===== src/rtl/mem_load_sequencer.sv =====
// mem_load_sequencer: issues one aligned memory read per load request, aligns
// the returned word by access size and address offset, and reports completion
// or abort with single-cycle pulses.
module mem_load_sequencer #(
    parameter int unsigned TIMEOUT_CYCLES = 15
) (
    input  logic        clk,
    input  logic        reset,
    input  logic        load_req,
    input  logic [31:0] load_addr,
    input  logic [1:0]  load_size_in,
    output logic [31:0] mem_address,
    output logic        mem_read,
    input  logic        mem_ready,
    input  logic [31:0] mem_data_in,
    output logic [31:0] memory_data_register_out,
    output logic [1:0]  set_load_size_control,
    output logic        load_done,
    output logic        load_error,
    output logic        busy
);

    typedef enum logic [1:0] {
        S_IDLE  = 2'd0,
        S_READ  = 2'd1,
        S_DONE  = 2'd2,
        S_ERROR = 2'd3
    } state_t;

    localparam logic [1:0] SIZE_BYTE = 2'b00;
    localparam logic [1:0] SIZE_HALF = 2'b01;
    localparam logic [1:0] SIZE_WORD = 2'b10;

    // Counter value on which a READ without mem_ready gives up.
    localparam logic [7:0] LP_LAST_WAIT = 8'(TIMEOUT_CYCLES - 1);

    state_t      r_state;
    state_t      w_next_state;
    logic [31:0] r_addr;
    logic [1:0]  r_size;
    logic [7:0]  r_count;
    logic [31:0] r_mdr;
    logic [1:0]  r_size_ctl;
    logic        w_req_legal;
    logic        w_wait_expired;
    logic [31:0] w_aligned;

    // Legality is judged on the live request inputs so IDLE can branch to
    // READ or ERROR on the same edge that captures them.
    always_comb begin
        // NOTE: every signal written here gets a default first, so no path
        // leaves it unassigned and no latch is inferred.
        w_req_legal = 1'b0;
        unique case (load_size_in)
            SIZE_BYTE: w_req_legal = 1'b1;
            SIZE_HALF: w_req_legal = ~load_addr[0];
            SIZE_WORD: w_req_legal = (load_addr[1:0] == 2'b00);
            default:   w_req_legal = 1'b0;
        endcase
    end

    assign w_wait_expired = (r_count == LP_LAST_WAIT);

    // Right-justify the addressed byte/halfword of the memory word, zero-filled.
    always_comb begin
        w_aligned = mem_data_in;
        unique case (r_size)
            SIZE_BYTE: begin
                unique case (r_addr[1:0])
                    2'd0:    w_aligned = {24'h0, mem_data_in[7:0]};
                    2'd1:    w_aligned = {24'h0, mem_data_in[15:8]};
                    2'd2:    w_aligned = {24'h0, mem_data_in[23:16]};
                    default: w_aligned = {24'h0, mem_data_in[31:24]};
                endcase
            end
            SIZE_HALF: begin
                w_aligned = r_addr[1] ? {16'h0, mem_data_in[31:16]}
                                      : {16'h0, mem_data_in[15:0]};
            end
            default: w_aligned = mem_data_in;
        endcase
    end

    // Next-state logic; a mem_ready on the final wait cycle still completes.
    always_comb begin
        w_next_state = r_state;
        unique case (r_state)
            S_IDLE: begin
                if (load_req) begin
                    w_next_state = w_req_legal ? S_READ : S_ERROR;
                end
            end
            S_READ: begin
                if (mem_ready) begin
                    w_next_state = S_DONE;
                end else if (w_wait_expired) begin
                    w_next_state = S_ERROR;
                end
            end
            S_DONE:  w_next_state = S_IDLE;
            S_ERROR: w_next_state = S_IDLE;
            default: w_next_state = S_IDLE;
        endcase
    end

    // State register; reset forces IDLE asynchronously, abandoning any read.
    always_ff @(posedge clk or negedge reset) begin
        // NOTE: sequential state uses non-blocking assignments so every flop
        // samples pre-edge values regardless of block ordering.
        if (!reset) begin
            r_state <= S_IDLE;
        end else begin
            r_state <= w_next_state;
        end
    end

    // Request capture and wait counter; both only move in IDLE/READ.
    always_ff @(posedge clk or negedge reset) begin
        if (!reset) begin
            r_addr  <= 32'h0;
            r_size  <= SIZE_WORD;
            r_count <= 8'h0;
        end else begin
            if (r_state == S_IDLE && load_req) begin
                r_addr  <= load_addr;
                r_size  <= load_size_in;
                r_count <= 8'h0;
            end else if (r_state == S_READ && !mem_ready && !w_wait_expired) begin
                r_count <= r_count + 8'd1;
            end
        end
    end

    // Data register and its size tag update together and hold between loads.
    always_ff @(posedge clk or negedge reset) begin
        if (!reset) begin
            r_mdr      <= 32'h0;
            r_size_ctl <= SIZE_WORD;
        end else if (r_state == S_READ && mem_ready) begin
            r_mdr      <= w_aligned;
            r_size_ctl <= r_size;
        end
    end

    // Outputs are registers or pure state decodes, isolated from memory inputs.
    assign mem_address              = {r_addr[31:2], 2'b00};
    assign mem_read                 = (r_state == S_READ);
    assign load_done                = (r_state == S_DONE);
    assign load_error               = (r_state == S_ERROR);
    assign busy                     = (r_state != S_IDLE);
    assign memory_data_register_out = r_mdr;
    assign set_load_size_control    = r_size_ctl;

endmodule

===== config.mk =====
export PLATFORM = sky130hd
export DESIGN_NAME = mem_load_sequencer
export DESIGN_NICKNAME = d
export VERILOG_FILES = /design/src/rtl/mem_load_sequencer.sv
export SDC_FILE = /design/constraint.sdc
export NUM_CORES = 1
export LEC_CHECK = 0
export CORE_MARGIN = 2
export CORE_UTILIZATION = 40
export CTS_CLUSTER_DIAMETER = 60
export DETAILED_ROUTE_END_ITERATION = 10
export GPL_ROUTABILITY_DRIVEN = 0
export PLACE_DENSITY_LB_ADDON = 0.1
export RECOVER_POWER = 25
export SYNTH_ARGS = -nofsm -noshare
export SYNTH_HDL_FRONTEND = slang
export SYNTH_SLANG_ARGS = --single-unit

===== constraint.sdc =====
create_clock -name clk -period 1.6 [get_ports clk]
set_input_delay 0.24 -clock clk [delete_from_list [all_inputs] [get_ports clk]]
set_output_delay 0.24 -clock clk [all_outputs]
set_load 0.005 [all_outputs]

Yosys cells after proc, flatten, opt, wreduce, memory -nomap -nowiden
Index checks and enable logic that the tools add are counted.
W data, S select, Z words.
{"block": "word_totals", "regBits": 78, "elab_cells": 45, "in_bits": 70, "out_inout_bits": 70}
{"block": "classes", "n_bitwise": 1, "n_mux": 11, "n_addsub": 1, "n_eq_ne": 11, "n_reduce_logical": 15}
{"operator": "$pmux W32 S2", "count": 1}
{"operator": "$pmux W8 S3", "count": 1}
{"operator": "$mux W16", "count": 1}
{"operator": "$mux W8", "count": 2}
{"operator": "$logic_not A2 Y1", "count": 5}
{"operator": "$add A8 B1 Y8 const B", "count": 1}
{"operator": "$eq A2 B1 Y1 const B", "count": 4}
{"operator": "$eq A2 B2 Y1 const B", "count": 4}
{"operator": "$eq A8 B4 Y1 const B", "count": 1}
{"operator": "$mux W2", "count": 4}
{"operator": "$pmux W2 S3", "count": 1}
{"operator": "$logic_and A1 B1 Y1", "count": 4}
{"operator": "$reduce_bool A2 Y1", "count": 2}
{"operator": "$ne A3 B1 Y1 const B", "count": 1}
{"operator": "$pmux W1 S3", "count": 1}
{"operator": "$logic_not A1 Y1", "count": 2}
{"operator": "$ne A2 B2 Y1 const B", "count": 1}
{"operator": "$reduce_and A2 Y1", "count": 1}
{"operator": "$reduce_or A2 Y1", "count": 1}
{"operator": "$not A1 Y1", "count": 1}

Logic depth before layout (Yosys ltp)
{"block": "depth", "word_depth": 5, "depth_mapped": 7, "depth_no_buf": 6}

Worst setup path after synthesis
No wires, ideal clock.
{"block": "synth_path", "kind": "flip-flop to flip-flop", "from": "reg r_size[1]", "to": "reg r_mdr[14], in the netlist memory_data_register_out[14]", "required_time_ns": 1.470, "path_stages_with_launch": 8, "setup_time_ns": 0.130, "path_slack_ns": 0.116, "t_arrival_ns": 1.354, "n_path_buf": 3, "synth_period_minus_slack_ns": 1.484, "path_cell_list": "dfstp_2 > buf_2 > nor2b_1 > buf_2 > buf_4 > a22o_1 > a22oi_1 > o21ai_1"}
{"block": "synth_between", "elab_chain_len": 2, "word_cells_on_any_way": 3, "cone_classes": "eq/ne (1); mux (1); reduce/logical (1)"}
{"element": "from (decl)", "line_no": "40", "text": "logic [1:0] r_size;"}
{"element": "from (signal assigned)", "line_no": "126", "text": "r_size <= load_size_in;"}
{"element": "$eq A2 B1 Y1 or $logic_not A2 Y1 (tied branches)", "line_no": "67", "text": "unique case (r_size)"}
{"element": "$pmux W32 S2 (*)", "line_no": "67"}
{"element": "to (signal assigned)", "line_no": "140", "text": "r_mdr <= w_aligned;"}
{"element": "to (decl)", "line_no": "42", "text": "logic [31:0] r_mdr;"}
Every way passes the cells marked *; elsewhere a longest branch is shown, timed or not.
A chain may end at the register's enable or synchronous reset.

Final worst setup path
{"block": "layout_path", "from": "reg r_state[1]", "to": "reg r_count[4]"}
{"block": "layout_between", "elab_chain_len": 4, "word_cells_on_any_way": 7, "cone_classes": "eq/ne (1); mux (1); reduce/logical (5)"}
{"element": "from (decl)", "line_no": "37", "text": "state_t r_state;"}
{"element": "from (signal assigned)", "line_no": "113", "text": "r_state <= w_next_state;"}
{"element": "$eq A2 B1 Y1", "line_no": "128", "text": "end else if (r_state == S_READ && !mem_ready && !w_wait_expired) begin"}
{"element": "$logic_and A1 B1 Y1 (2 in series)", "line_no": "128"}
{"element": "$reduce_bool A2 Y1 (no source line)"}
{"element": "to (signal assigned)", "line_no": "129", "text": "r_count <= r_count + 8'd1;"}
{"element": "to (decl)", "line_no": "41", "text": "logic [7:0] r_count;"}
Several ways; a longest one is shown, not always the timed one.

==> impl_metrics.tcl <==
set metrics [dict create \
    final_common_cell "nand2_1" \
    numCtsBuffers 9 \
    worst_setup_path_start_kind "flop" \
    setup_tns_ns -0.109 \
    outcome "finished with violations" \
    nFillCells 808 \
    path_clk_slew_ns 0.08 \
    dieArea_um2 10200 \
    p_leak_nw 2.50 \
    ir_drop_mv 0.910 \
    synth.distinct_cells 43 \
    synth_top_cell_area_share_pct 50.3 \
    grt_pass1_vias 3318 \
    port-buffer-count 137 \
    netlist_instances 417 \
    hold_violations 0 \
    routedWlPerCell_um 14.9 \
    grtUsageTotal_pct 20.0 \
    diodes 0 \
    antenna_left 0 \
    synth_edf_count 0 \
    crit_chain "buf_6, nor3b_4, o41ai_4, buf_4, or3_4, a21oi_2" \
    multi_input_comb_area_um2 1480 \
    syn_to_final_growth_pct 45.3 \
    max_freq_ghz 0.589 \
    worst_pin_slew_ns 0.794 \
    clockRootBuffer "clkbuf_8" \
    skew_ns 0.00744 \
    core_area_um2 9200 \
    grt_pass1_wl_mm 16.0 \
    final_area_um2 5500 \
    dp_hpwl_mm 7.27 \
    synth.area.top_cells "dfrtp_1, nand2_1, buf_4" \
    synth_seq_area_share_pct 51.7 \
    worstPathRequired_ns 1.88 \
    tritoncts "built" \
    drt_pass1_iterations 4 \
    synth_seq_cells 78 \
    syn_avg_cell_area_um2 9.07 \
    dpl-instance-area_um2 5170 \
    antenna_found_initial 0 \
    synth_warnings 0 \
    cts_sinks 78 \
    cts-htree-levels 3 \
    rsz0062_at_grt "yes" \
    drive_above_1_share_pct 13.3 \
    fp-row-count 35 \
    start_util_pct 41.1 \
    min_path_cells 3 \
    crit_arrival_ns 1.98 \
    critical_path_buf_inv_count 2 \
    async_flop_share_pct 100 \
    synth_top_cell_by_area "dfrtp_1" \
    cts.path.max_buffers 2 \
    clk_latency_ns 0.35 \
    maxSlewViolCount 0 \
    wirelength_mm 9.85 \
    critical_path_class "flop to flop" \
    power_density_nw_per_um2 1690 \
    end_kind "flop" \
    drc 0 \
    violations "negative setup slack" \
    setup_viol 2 \
    die_w_um 101 \
    fin_ws_ns -0.0969 \
    critPathTopFamily "simple AND/OR/NAND/NOR gates" \
    drt_iter0_markers 132 \
    grt_start_max_net_pins 39 \
    cp.depth 6 \
    worstPathMaxFanout 5 \
    synthesis.area_um2 3780 \
    gr-total-overflow 0 \
    fin_crit_sh_pct 106 \
    viasPerCell 4.94 \
    cap_violations 0 \
    seqCellArea_um2 1960 \
    cp_slowest_stage_delay_ns 0.44 \
    fin_nets 616 \
    dr_total_vias 3258 \
    slew-limit-headroom_pct 47.1 \
    crit_slowest_cell "dfrtp_2" \
    synthFlopType "dfrtp_1" \
    finalCriticalPeriod_ns 1.70 \
    reg2reg_depth 6 \
    mostFrequentLayoutCells "nand2_1, clkdlybuf4s50_1, dfrtp_1" \
    min_path_type "input port to flop" \
    dieHeight_um 101 \
    ios 140 \
]
[worst paths after layout]
check,start,endpoint,slack (ns)
setup reg to reg,r_state[1],r_count[4],-0.1
hold / removal,load_addr[21],r_addr[21],0.41
hold reg to reg,set_load_size_control[1],set_load_size_control[1],0.47
min in group asynchronous,reset,r_addr[17],0.50
setup / recovery,r_state[1],r_count[4],-0.1
max in group asynchronous,reset,r_state[0],0.29
[state kept, by name (all words and copies together), names as in the netlist]
signal,count
memory_data_register_out,32
r_addr,32
r_count,8
r_size,2
r_state,2
set_load_size_control,2
[per-layer routing]
metal	track usage [%]	vias to the layer above	part of all wire, %
met4	6.76	0	1.6
li1	-	1611	-
met5	0	-	0
met2	31.4	107	46
met3	5.04	14	7.0
met1	27.1	1526	46
[synthesized netlist by cell type (2+ instances only)]
master,instances
or3_1,2
a22oi_1,8
o21ai_0,21
nand2b_1,2
mux2_2,6
a21oi_1,5
buf_2,13
or2_2,2
inv_1,5
o22ai_1,6
nor3_1,2
o211ai_1,2
nor2_1,6
xor2_1,3
nor2b_1,2
o21ai_1,9
dfstp_2,2
buf_4,35
a311oi_1,6
nand2_1,149
ha_1,2
mux2i_1,2
dfrtp_1,76
a22o_1,8
o31ai_1,10
nand3_1,7
clkbuf_1,10
[what timing repair did]
| item | in CTS | in global routing |
|---|---|---|
| endpoints found under the setup margin | 11 | 13 |
| gates resized for setup | 10 | 7 |
| hold buffers | 1 | 0 |
| hold endpoints to repair | 27 | 0 |
| pin swaps | 1 | 3 |
| setup buffers | 4 | 4 |
[per-stage QoR]
step	power [W]	utilization [%]	std cells	setup slack [ns]	hold WS [ns]
CTS	0.00930	59.4	655	0.00325	0.372
global route	0.00998	59.8	659	-0.143	0.409
finish	0.00927	59.8	659	-0.0969	0.411
detailed placement	0.00754	56.2	635	-0.195	0.211
global placement	0.00747	56.2	635	-0.139	0.202
floorplan	0.00562	-	418	0.116	-0.0556
[worst min-delay path, stage by stage]
cell	delay, ns
clkdlybuf4s50_1	0.39
nand2_1	0.05
nand2_1	0.04
[logic make-up after synthesis]
family,share of synthesized area [%]
AO/OA/AOI/OAI,13.7
XOR/XNOR,0.695
adder cells (fa/ha/maj),0.662
buffers and inverters,10.2
flip-flops,51.7
multiplexers,2.61
other,0.0992
AND/OR/NAND/NOR,20.4
[layout make-up]
cell class              count  share of cell area [%]
clock buffers              12                    2.82
clock inverters             3                    1.23
inverters                   5                   0.342
multi-input cells         277                    27.0
flip-flops and latches     78                    35.6
well taps                 111                    2.53
repair buffers            173                    30.5
[power by group]
part | total, W | leakage, nW | switching, W | internal [W]
sequential | 0.00326 | 0.991 | 0.000488 | 0.00278
combinational | 0.00434 | 1.40 | 0.00189 | 0.00245
clock | 0.00167 | 0.109 | 0.000715 | 0.000957
(Power assumes the default switching activity.)
